===== src/rtl/fetch_unit.sv =====
// fetch_unit: credit-based instruction fetch with PC-tagged buffer and redirect flush
module fetch_unit #(
  parameter logic [31:0] RESET_PC = 32'h00000000,
  parameter int          DEPTH    = 2
) (
  input  logic        clk,
  input  logic        reset,
  input  logic        redirect_valid,
  input  logic [31:0] redirect_pc,
  output logic        imem_req_valid,
  output logic [31:0] imem_req_addr,
  input  logic        imem_req_ready,
  input  logic        imem_rsp_valid,
  input  logic [31:0] imem_rsp_data,
  output logic        if_valid,
  output logic [31:0] if_pc,
  output logic [31:0] if_instr,
  output logic [31:0] if_pcplus4,
  input  logic        if_ready
);
  localparam int AW = DEPTH > 1 ? $clog2(DEPTH) : 1;
  localparam int CW = $clog2(DEPTH + 1);
  logic [31:0]   pc_q, pc_d;
  logic [CW-1:0] out_q, out_d, disc_q, disc_d, cnt_q, cnt_d;
  logic [AW-1:0] head_q, head_d, fill_q, fill_d, tail_q, tail_d;
  logic [31:0]   tag_q [DEPTH];
  logic [31:0]   instr_q [DEPTH];
  logic          rsp, fire, pop, keep;
  function automatic logic [AW-1:0] nxt(input logic [AW-1:0] p);
    return (p == AW'(DEPTH - 1)) ? '0 : p + AW'(1);
  endfunction
  // Slots are allocated at request time (tag) and filled in order on response,
  // so the tag FIFO and instruction buffer share one circular index space.
  assign rsp            = imem_rsp_valid && out_q != '0;
  assign fire           = imem_req_valid && imem_req_ready;
  assign pop            = if_valid && if_ready && !redirect_valid;
  assign keep           = rsp && !redirect_valid && disc_q == '0;
  assign imem_req_valid = reset && !redirect_valid &&
                          (({1'b0, out_q} + {1'b0, cnt_q}) < (CW + 1)'(DEPTH));
  assign imem_req_addr  = pc_q;
  assign if_valid       = cnt_q != '0;
  assign if_pc          = tag_q[head_q];
  assign if_instr       = instr_q[head_q];
  assign if_pcplus4     = tag_q[head_q] + 32'd4;
  // Next-state: redirect flushes the buffer and turns the remaining in-flight count into discards
  always_comb begin
    pc_d   = redirect_valid ? {redirect_pc[31:2], 2'b00} : fire ? pc_q + 32'd4 : pc_q;
    out_d  = out_q - CW'(rsp) + CW'(fire);
    disc_d = redirect_valid ? out_q - CW'(rsp) : (rsp && disc_q != '0) ? disc_q - CW'(1) : disc_q;
    cnt_d  = redirect_valid ? '0 : cnt_q + CW'(keep) - CW'(pop);
    head_d = redirect_valid ? '0 : pop  ? nxt(head_q) : head_q;
    fill_d = redirect_valid ? '0 : keep ? nxt(fill_q) : fill_q;
    tail_d = redirect_valid ? '0 : fire ? nxt(tail_q) : tail_q;
  end
  // Control state with synchronous active-low reset
  always_ff @(posedge clk) begin
    if (!reset) begin
      pc_q   <= RESET_PC;
      out_q  <= '0;
      disc_q <= '0;
      cnt_q  <= '0;
      head_q <= '0;
      fill_q <= '0;
      tail_q <= '0;
    end else begin
      pc_q   <= pc_d;
      out_q  <= out_d;
      disc_q <= disc_d;
      cnt_q  <= cnt_d;
      head_q <= head_d;
      fill_q <= fill_d;
      tail_q <= tail_d;
    end
  end
  // Data storage: tag written on accepted request, instruction on kept response
  always_ff @(posedge clk) begin
    if (fire) tag_q[tail_q] <= pc_q;
    if (keep) instr_q[fill_q] <= imem_rsp_data;
  end
endmodule


===== config.mk =====
export PLATFORM = sky130hd
export DESIGN_NAME = fetch_unit
export DESIGN_NICKNAME = d
export VERILOG_FILES = /design/src/rtl/fetch_unit.sv
export SDC_FILE = /design/constraint.sdc
export NUM_CORES = 1
export LEC_CHECK = 0
export BUFFER_PORTS_ARGS = -buffer_cell sky130_fd_sc_hd__buf_2
export CORE_MARGIN = 5
export CORE_UTILIZATION = 45
export DETAILED_ROUTE_END_ITERATION = 12
export HOLD_SLACK_MARGIN = 0.12
export PLACE_DENSITY = 0.7
export SYNTH_ARGS = -nofsm -noshare
export SYNTH_HDL_FRONTEND = slang
export SYNTH_SLANG_ARGS = --single-unit

===== constraint.sdc =====
create_clock -name clk -period 4.1 [get_ports clk]
set_clock_uncertainty 0.15 [all_clocks]
set_input_delay 0.82 -clock clk [delete_from_list [all_inputs] [get_ports clk]]
set_output_delay 0.82 -clock clk [all_outputs]
set_load 0.02 [all_outputs]

Word-level counts from Yosys, hierarchy flattened

Memories as Yosys holds them, arrays and structs flattened. A register that Yosys moved wholly into a read port is not among the register bits.
Cells that the tools add are included.

Bitwise logic cells: 1
Div/mod/pow operators: 0
$lt $le $gt $ge: 1
Multiply operators: 0
Muxes and demuxes: 15
Equal/unequal tests: 0
Shift operators: 0
Add/sub/neg operators: 11
Reduce and logical (&&, ||, !) cells: 17

Operators by type and width:

| operator                                                    | count |
|---|---|
| adder 32 x 3 -> 32 bit (second input constant)              | 2 |
| two-way mux 32 bit                                          | 2 |
| two-way mux 1 bit                                           | 11 |
| nonzero test 2 bit                                          | 5 |
| logical AND 1 bit                                           | 9 |
| adder 2 x 1 -> 2 bit                                        | 2 |
| two-way mux 2 bit                                           | 2 |
| subtractor 2 x 1 -> 2 bit                                   | 2 |
| adder 1 bit (second input constant)                         | 3 |
| adder 2 x 2 -> 3 bit                                        | 1 |
| less-than comparator 3 x 2 -> 1 bit (second input constant) | 1 |
| logical NOT 2 bit                                           | 1 |
| OR reduction 2 bit                                          | 1 |
| subtractor 2 x 1 -> 2 bit (second input constant)           | 1 |
| logical NOT 1 bit                                           | 1 |
| inverter 1 bit                                              | 1 |

Register bits after elaboration: 41
Memory bits (writable): 128
Input port bits: 70
ROM bits: 0
Memories kept: 2
Word-level logic and storage cells: 55
Latch bits: 0

Memory list:

| name    | words | width | read ports | clocked after memory_dff | write ports | RTL line | source |
|---|---|---|---|---|---|---|---|
| instr_q | 2     | 32    | 1          | 1                        | 1           | 27       | `logic [31:0] instr_q [DEPTH];` |
| tag_q   | 2     | 32    | 1          | 1                        | 1           | 26       | `logic [31:0] tag_q [DEPTH];` |

Logic depth before layout (Yosys ltp)

Word-level depth: 6
Depth in mapped cells: 13
Mapped depth without buffers: 9

Worst setup path after synthesis

Ideal clock, no wire load.

Path type: flip-flop to output port
Start point: reg with a tool-made name
End point: out if_pcplus4[24]
Setup slack: -0.052 ns
Buffers on the path: 5
Arrival: 3.182 ns
Cell stages (with the launch flop): 14
Path through: dfxtp_1 buf_4 buf_4 buf_2 buf_2 buf_2 mux2i_1 inv_1 ha_1 inv_1 a211oi_1 nand4_1 nand2b_1 xnor2_1

RTL lines:

| what      | RTL line | source |
|---|---|---|
| to (decl) | 18       | `output logic [31:0] if_pcplus4,` |

==> results.sh <==
export IMPL_cp_cell_sequence="mux2i_1 > inv_1 > ha_1 > inv_1 > a211oi_1 > buf_4 > nand4_1 > buf_4 > nor3b_2 > xnor2_1 > buf_2"
export IMPL_grt_pass1_wl_um=30200
export IMPL_critPathKind="register to output port"
export IMPL_synthTopCellsByCount="124 x edfxtp_1, 49 x mux2_2, 45 x nand2_1"
export IMPL_yosys_top_cells_area="edfxtp_1 49%, dfxtp_1 11%, mux2_2 7.3%"
export IMPL_dpl_hpwl_um=13800
export IMPL_dieArea_um2=19600
export IMPL_seq_area_frac_synth=0.595
export IMPL_worstSetupStartpointType="register"
export IMPL_totalWireLength_um=19000
export IMPL_clock_sinks=164
export IMPL_worst_hold_slack_ns=0.396
export IMPL_initial_utilization=0.458
export IMPL_max_freq_mhz=268
export IMPL_post_drt_wl_per_cell_um=18.3
export IMPL_rsz0062_at_grt="no"
export IMPL_max_cap_violations=0
export IMPL_netlist_area_um2=7600
export IMPL_ys_types=60
export IMPL_remaining_drc_errors=0
export IMPL_drtPass1Iterations=5
export IMPL_synth_top_area_frac=0.490
export IMPL_slowest_delay_ns=0.53
export IMPL_clockRootBuffer="clkbuf_16"
export IMPL_final_cell_area_um2=9400
export IMPL_holdCritPathClass="register to register"
export IMPL_synth_ff_type="edfxtp_1"
export IMPL_cp_max_fo=24
export IMPL_preCtsSetupSlack_ns=0.460
export IMPL_clk_pin_slew_worst_paths_ns=0.07
export IMPL_synth_most_common_cell="edfxtp_1"
export IMPL_overflow=0
export IMPL_p_sw_frac=0.285
export IMPL_ys_warn_count=0
export IMPL_finalCriticalPeriod_ns=3.74
export IMPL_slew_viol_final=0
export IMPL_crit_path_end_kind="output port"
export IMPL_die_x_um=140
export IMPL_required_ns=3.13
export IMPL_num_rows=47
export IMPL_portBuffers=191
export IMPL_avgSynthCellArea_um2=12.5
export IMPL_synthCells=610
export IMPL_status="finished clean"
export IMPL_ant_nets=0
export IMPL_grt_use_total=0.193
export IMPL_switchingPower_mw=1.17
export IMPL_path_delay_family="buffers and inverters"
export IMPL_fill_cells=1418
export IMPL_ys_ff_latch=164
export IMPL_cts_htree_levels=4
export IMPL_area_growth_pct=23.7
export IMPL_p_int_mw=2.95
export IMPL_placed_area_um2=8800
export IMPL_fin_nets=886
export IMPL_clkPwrFrac=0.371
export IMPL_muxShareOfSynthArea=0.0897
export IMPL_final_setup_tns_ns=0
export IMPL_synth_compound_area_share=0.0800
export IMPL_synth_top_family_by_area="simple AND/OR/NAND/NOR gates"
export IMPL_cts_inserted_buffers=17
export IMPL_cp_num_buf_inv=5
export IMPL_fin_crit_sh=0.911
export IMPL_worst_slack_ns=0.364
export IMPL_worstMarginPinSlew_ns=1.01
export IMPL_gp_congestion=0.916
export IMPL_maxSlewHeadroom=0.328
export IMPL_p_seq_frac=0.479
export IMPL_synth_fa_ha_area_frac=0.0125
export IMPL_drtIter0Drc=452
export IMPL_p_per_area_nw_per_um2=438
export IMPL_slowest_stage="dfxtp_4"
export IMPL_diodes=0
export IMPL_fin_util=0.567
export IMPL_hold_viol=0
export IMPL_grt_pass1_vias=5721
export IMPL_yosysTopAreaCell="edfxtp_1"
export IMPL_synthArstFlopShare=0
export IMPL_dp_cells=1008
export IMPL_vias_per_cell=5.41
export IMPL_synth_simple_area_share=0.142
export IMPL_antenna_found_initial=0
export IMPL_final_cell_count_no_fill=1042
export IMPL_clk_path_buf_depth=2
export IMPL_drive_gt1_frac=0.367
export IMPL_power_mw=4.12
export IMPL_die_height_um=140
export IMPL_vdd_ir_drop_max_mv=0.302
export IMPL_ctsHoldBuffers=0
export IMPL_grt_start_max_net_pins=43
export IMPL_route_vias_total=5637
export IMPL_synth_edf_count=124
export IMPL_io_pins=200
export IMPL_clk_latency_ns=0.42
export IMPL_p_leak_nw=3.64
export IMPL_synth_xor_area_share=0.0461
export IMPL_finalSetupViolations=0
export IMPL_pwr_share_comb=0.150
export IMPL_cp_data_arrival_time_ns=2.77
export IMPL_cts_tree="yes"
export IMPL_core_area_um2=16600
[tightest hold or removal path, stage by stage, from the launching register on]
cell	delay [ns]
dfxtp_1	0.33
xor2_1	0.08
nor2_1	0.09
[routing by layer]
layer | wire length (um) | part of all wire | global-route usage | up-vias
met1 | 8130 | 0.43 | 0.258 | 2707
met3 | 1290 | 0.068 | 0.0440 | 23
met2 | 9330 | 0.49 | 0.316 | 221
met4 | 306 | 0.016 | 0.0617 | 0
li1 | - | - | - | 2686
met5 | 0 | 0 | 0 | -
[state kept, by name, indices dropped and copies added, names as in the netlist, named ones only]
register       count
head_q             1
instr_q           64
fill_q             1
imem_req_addr     30
out_q              2
tail_q             1
tag_q             60
cnt_q              2
disc_q             2
[power by group through the flow]
stage	Sequential [mW]	Combinational (mW)	Clock, mW
after floorplan	2.01	0.394	0
after global placement	2.00	0.606	0
after detailed placement	2.01	0.623	0
after CTS	1.97	0.627	1.56
after global routing	1.98	0.674	1.65
final	1.97	0.620	1.53
[cell families (layout without fill, tap and decap cells)]
family,after synthesis,count (layout)
XOR/XNOR,40,40
buffers and inverters,55,262
other,1,6
adder cells (fa/ha/maj),7,7
flip-flops,164,164
multiplexers,62,62
AND/OR/NAND/NOR,188,188
AO/OA/AOI/OAI,93,93
[timing repair]
| item | in CTS | in global routing |
|---|---|---|
| buffers inserted | 1 | 1 |
| gates resized for setup | 0 | 1 |
| endpoints found under the setup margin | 1 | 1 |
[worst paths after layout]
kind	from	end	slack, ns	depth (start not counted)
worst min register to register	head_q$_SDFFE_PP0P_	head_q$_SDFFE_PP0P_	0.40	2
worst min-delay path	head_q$_SDFFE_PP0P_	head_q$_SDFFE_PP0P_	0.40	2
worst max-delay path	register	if_pcplus4[30]	0.36	11
worst max register to register	cnt_q[0]$_SDFF_PP0_	imem_req_addr[31]$_SDFFE_PN0P_	1.35	8
[layout make-up]
cell class,instances,area [um2],share of cell area
Clock buffer,17,425,0.0452
Clock inverter,15,149,0.0158
Inverter,24,90.1,0.00958
Multi-Input combinational cell,396,2860,0.304
Sequential cell,164,4530,0.482
Tap cell,220,275,0.0293
Timing Repair Buffer,206,1080,0.114
[cells in the final DEF, fill, tap and decap left out, types with 6 or more instances in the layout]
cell       count
inv_6          7
xor2_1        11
edfxtp_1     124
nand3_1       20
inv_1         24
and2_1         9
buf_4         14
nor3_1         6
nand4_1       17
buf_2        191
nor2_1        27
dfxtp_1       39
o21ai_0       12
clkbuf_16     17
mux2_2        49
conb_1         6
xnor2_1       28
and3_1        14
ha_1           6
a31oi_1       10
a21oi_1       26
o22ai_1        9
nor4_1         6
nand3b_1       6
mux2i_1       13
nand2_1       45
Power figures use the tool's default switching activity.
